<file path="config.mk">
export PLATFORM = sky130hd
export DESIGN_NAME = cnt_timer_sched
export DESIGN_NICKNAME = d
export VERILOG_FILES = /design/src/rtl/cnt_timer_pkg.sv /design/src/rtl/cnt_timer_core.sv /design/src/rtl/cnt_timer_sched.sv
export SDC_FILE = /design/constraint.sdc
export NUM_CORES = 1
export LEC_CHECK = 0
export CAP_MARGIN = 10
export CORE_ASPECT_RATIO = 1.75
export CORE_UTILIZATION = 40
export DETAILED_ROUTE_END_ITERATION = 10
export PLACE_DENSITY = 0.84
export SLEW_MARGIN = 20
export SYNTH_ARGS = -nofsm -noshare
export SYNTH_HDL_FRONTEND = slang
export SYNTH_SLANG_ARGS = --single-unit
</file>
<file path="constraint.sdc">
create_clock -name clk -period 1.64 [get_ports clk]
set_input_delay 0.328 -clock clk [delete_from_list [all_inputs] [get_ports clk]]
set_output_delay 0.328 -clock clk [all_outputs]
set_load 0.01 [all_outputs]
</file>
<file path="src/rtl/cnt_timer_pkg.sv">
// cnt_timer_pkg: shared scheduler state type, limits and round-robin picker
package cnt_timer_pkg;

    typedef enum logic [1:0] {IDLE, RUN, DONE} state_t;

    localparam int NREQ_MAX = 8;

    // First requester found when scanning upward from last+1, wrapping at nreq
    function automatic logic [2:0] rr_pick(input logic [NREQ_MAX-1:0] req,
                                           input logic [2:0] last,
                                           input int nreq);
        logic [2:0] w;
        logic [2:0] k;
        logic f;
        w = '0;
        f = 1'b0;
        for (int i = 1; i <= NREQ_MAX; i++) begin
            k = 3'((int'(last) + i) % nreq);
            if (i <= nreq && !f && req[k]) begin
                w = k;
                f = 1'b1;
            end
        end
        return w;
    endfunction

endpackage

</file>
<file path="src/rtl/cnt_timer_core.sv">
// cnt_timer_core: W-bit half-adder ripple up-counter with sync clear and enable
module cnt_timer_core #(
    parameter int W = 4
) (
    input  logic         clk,
    input  logic         res,
    input  logic         clr,
    input  logic         en,
    output logic [W-1:0] q
);

    logic [W-1:0] q_q, q_d, sum;
    logic         cy;

    always_comb begin
        cy  = en;
        sum = '0;
        for (int i = 0; i < W; i++) begin
            sum[i] = q_q[i] ^ cy;
            cy     = q_q[i] & cy;
        end
        q_d = clr ? '0 : sum;
    end

    always_ff @(posedge clk) begin
        if (res) q_q <= '0;
        else     q_q <= q_d;
    end

    assign q = q_q;

endmodule

</file>
<file path="src/rtl/cnt_timer_sched.sv">
// cnt_timer_sched: round-robin scheduler sharing one interval timer among NREQ requesters
module cnt_timer_sched
    import cnt_timer_pkg::*;
#(
    parameter int NREQ = 4,
    parameter int W    = 4
) (
    input  logic              clk,
    input  logic              res,
    input  logic [NREQ-1:0]   req,
    input  logic [NREQ*W-1:0] len,
    output logic [NREQ-1:0]   gnt,
    output logic              busy,
    output logic [W-1:0]      cnt,
    output logic [NREQ-1:0]   done
);

    localparam int IW = NREQ > 1 ? $clog2(NREQ) : 1;

    state_t          state_q, state_d;
    logic [IW-1:0]   idx_q, idx_d, last_q, last_d;
    logic [W-1:0]    tc_q, tc_d;
    logic [W-1:0]    len_a [NREQ];
    logic [NREQ-1:0] sel;
    logic            clr, en, hit;

    always_comb begin
        for (int i = 0; i < NREQ; i++) len_a[i] = len[i*W +: W];
    end

    assign sel = {{(NREQ-1){1'b0}}, 1'b1} << idx_q;
    assign hit = cnt == tc_q;

    always_comb begin
        state_d = state_q;
        idx_d   = idx_q;
        last_d  = last_q;
        tc_d    = tc_q;
        if (state_q == IDLE && |req) begin
            idx_d   = IW'(rr_pick(NREQ_MAX'(req), 3'(last_q), NREQ));
            tc_d    = len_a[idx_d];
            state_d = RUN;
        end else if (state_q == RUN) begin
            state_d = !req[idx_q] ? IDLE : hit ? DONE : RUN;
            last_d  = !req[idx_q] ? idx_q : last_q;
        end else if (state_q == DONE) begin
            state_d = IDLE;
            last_d  = idx_q;
        end
    end

    // Counter is held at zero outside RUN and on abort, so every grant starts from 0
    assign clr = state_q != RUN || !req[idx_q];
    assign en  = state_q == RUN && !hit;

    cnt_timer_core #(.W(W)) u_core (
        .clk(clk),
        .res(res),
        .clr(clr),
        .en (en),
        .q  (cnt)
    );

    always_ff @(posedge clk) begin
        if (res) begin
            state_q <= IDLE;
            idx_q   <= '0;
            last_q  <= IW'(NREQ - 1);
            tc_q    <= '0;
        end else begin
            state_q <= state_d;
            idx_q   <= idx_d;
            last_q  <= last_d;
            tc_q    <= tc_d;
        end
    end

    assign gnt  = state_q != IDLE ? sel : '0;
    assign done = state_q == DONE ? sel : '0;
    assign busy = state_q != IDLE;

    always_ff @(posedge clk) begin
        if (!res) begin
            assert ($onehot0(gnt));
            assert ((done & ~gnt) == '0);
            assert (busy == |gnt);
        end
    end

endmodule

</file>
==> impl_metrics.tcl <==
set metrics [dict create \
    drt-vias-per-instance 5.43 \
    yosys.area.top_type "dfxtp_1" \
    synthAdderAreaFrac_pct 7.61 \
    grt_usage_pct 21.3 \
    finalSetupViolations 1 \
    status "finished with violations" \
    rows 23 \
    postSynthCellCount 106 \
    leakagePower_nw 0.639 \
    hold_end "tc_q[0]" \
    io_buffers 34 \
    required_ns 1.80 \
    yosysMostFrequentCell "dfxtp_1" \
    fin_nets 183 \
    worstReg2RegStart "last_q[0]" \
    ios 35 \
    rsz0062_at_grt "true" \
    hold_start "tc_q[0]" \
    die_x_um 39.5 \
    wl_per_cell_um 14.1 \
    r2r_slack_ns 0.01 \
    root_buffer "clkbuf_8" \
    first_global_vias 1019 \
    timing.fmax_mhz 607 \
    reg2regPathDepth 5 \
    synthTopCellsByCount "dfxtp_1, ha_1, mux2i_1" \
    synth_edf_count 0 \
    holdPathStages 2 \
    routed_wl_um 2520 \
    ant_nets 0 \
    finalCoreUtilization_pct 70.2 \
    syn_avg_cell_area_sq_um 9.30 \
    ys_types 39 \
    grt_pass1_wl_um 4040 \
    synth_seq_cells 14 \
    postSynth.asyncResetShare_pct 0 \
    crit_fanout 7 \
    yosys.area.top_type_share_pct 28.4 \
    clkSlewWorstSetupHoldPaths_ns 0.05 \
    fin_crit_sh_pct 100 \
    cts_tree "built" \
    diodes 0 \
    syn-num-nets 134 \
    dieArea_sq_mm 0.00268 \
    dp.final_hpwl_um 2000 \
    layout-drive-gt1-share_pct 41.2 \
    top_usage_layer "met2" \
    critical_path_class "primary input to register" \
    fin_ws_ns -0.00632 \
    violations "setup timing" \
    powerDensity_mw_per_mm2 700 \
    area_delta_synth_final_pct 63.8 \
    synth_top_family_by_area "simple AND/OR/NAND/NOR gates" \
    drt_iter0_markers 15 \
    syn_area_sq_um 986 \
    grt_use_met2_pct 42.6 \
    grt_max_degree 14 \
    cp.arrival_ns 1.81 \
    met1_usage_pct 19.3 \
    floorplan.initialDensity_pct 42.8 \
    cts_buffer_depth 2 \
    synth.area.mux_share_pct 11.0 \
    htreeDepth 1 \
    holdCritPathClass "register to register" \
    cap_violations 0 \
    slew_viol_final 0 \
    finalHoldViolCount 0 \
    ys_warn_count 0 \
    use_met3_pct 1.32 \
    synthSimpleGateAreaFrac_pct 28.3 \
    clock_skew_ns 0.00449 \
    slew_headroom_pct 70.9 \
    gp_congestion 0.743 \
    endpoint_kind "register" \
    cts_hold_buffers 0 \
    clock-sinks 14 \
    fin_crit_ns 1.65 \
    first_pass_iters 4 \
    synth_xor_xnor_area_share_pct 4.44 \
    startpoint_type "primary input" \
    ys_top_cells_by_area "dfxtp_1, ha_1, mux2i_1, xnor2_1, nand3b_1" \
    die_h_um 67.7 \
    worst-slew-pin-transition_ns 0.434 \
    clk_latency_ns 0.24 \
    worst_r2r_endpoint "tc_q[2]" \
    synth-main-ff-cell "dfxtp_1" \
    antenna_found_initial 0 \
    yosysSeqAreaShare_pct 28.4 \
    tns_ns -0.00632 \
    num_vias 966 \
    synth-compound-area-share_pct 17.0 \
    coreArea_sq_mm 0.00230 \
    drc_errors 0 \
    grt_remaining_overflow 0 \
    ir_worst_vdd_mv 0.678 \
    cts_buffers 3 \
]
==> placed cells by master, fill, tap and decap left out, drive strengths merged, types with 5 or more instances in the layout <==
cell type,count
dfxtp,14
ha,6
nor3,6
mux2i,6
clkdlybuf4s50,21
clkbuf,5
xnor2,5
buf,14
clkdlybuf4s15,7
nor2,5
==> logic make-up (layout without fill, tap and decap cells) <==
logic type	after synthesis	in the layout
flip-flops	14	14
multiplexers	9	9
buffers and inverters	8	55
XOR/XNOR	5	5
adder cells (fa/ha/maj)	6	6
AO/OA/AOI/OAI	20	20
AND/OR/NAND/NOR	44	44
==> through the flow <==
step | power, mW | instances | setup slack, ns | hold WS, ns | instance area [sq um]
4_1_cts | 1.12 | 177 | -0.0308 | 0.505 | 1530
3_3_place_gp | 0.807 | 173 | -0.488 | 0.492 | 1440
5_1_grt | 1.20 | 178 | -0.0700 | 0.533 | 1620
2_1_floorplan | 0.631 | 106 | 0.0159 | 0.478 | 991
3_5_place_dp | 0.827 | 173 | -0.571 | 0.496 | 1440
6_report | 1.13 | 178 | -0.00632 | 0.512 | 1620
==> sequential cells by signal, summed over array words and instances (netlist names) <==
name / flops
tc_q: 4
idx_q: 2
state_q: 2
u_core.q: 4
last_q: 2
==> area by class of cell <==
cell class	count	area [sq um]
flip-flops and latches	14	304
fillers	176	687
inverters	4	17.5
well taps	25	31.3
multi-input cells	84	786
repair buffers	48	435
clock buffers	3	41.3
==> power breakdown <==
part,leakage (nW),switching (mW),internal [mW]
Clock,0.0216,0.111,0.162
Combinational,0.497,0.187,0.255
Sequential,0.120,0.0400,0.376
Total,0.639,0.338,0.793
==> worst max path at each step <==
stage	start	slack, ns	cells past startpoint	endpoint
final	req[1]	-0.006	6	tc_q[3]
after global routing	last_q[0]	-0.07	5	tc_q[2]
after CTS	state_q[0]	-0.03	8	u_core.q[3]
after detailed placement	req[1]	-0.57	6	tc_q[3]
after global placement	req[1]	-0.49	6	tc_q[2]
after floorplan	idx_q[1]	0.02	5	last_q[0]
==> metal layers <==
metal  up-vias  share of wire (%)
met2        25                 60
met5         -                  0
li1        480                  -
met1       455                 36
met3         6                2.5
met4         0                1.5
==> worst max-delay path, stage by stage <==
cell             delay (ns)
clkdlybuf4s15_2        0.22
or2b_1                 0.19
a21oi_2                0.09
or4b_4                 0.52
a2111o_1               0.38
o211ai_1               0.08
==> timing repair <==
action | CTS | global route
setup endpoints to repair | 21 | 13
setup buffers | 1 | 1
pin swaps | 5 | 4
resized for setup | 43 | 22
hold endpoints to repair | 0 | 0
Power figures use the tool's default switching activity.
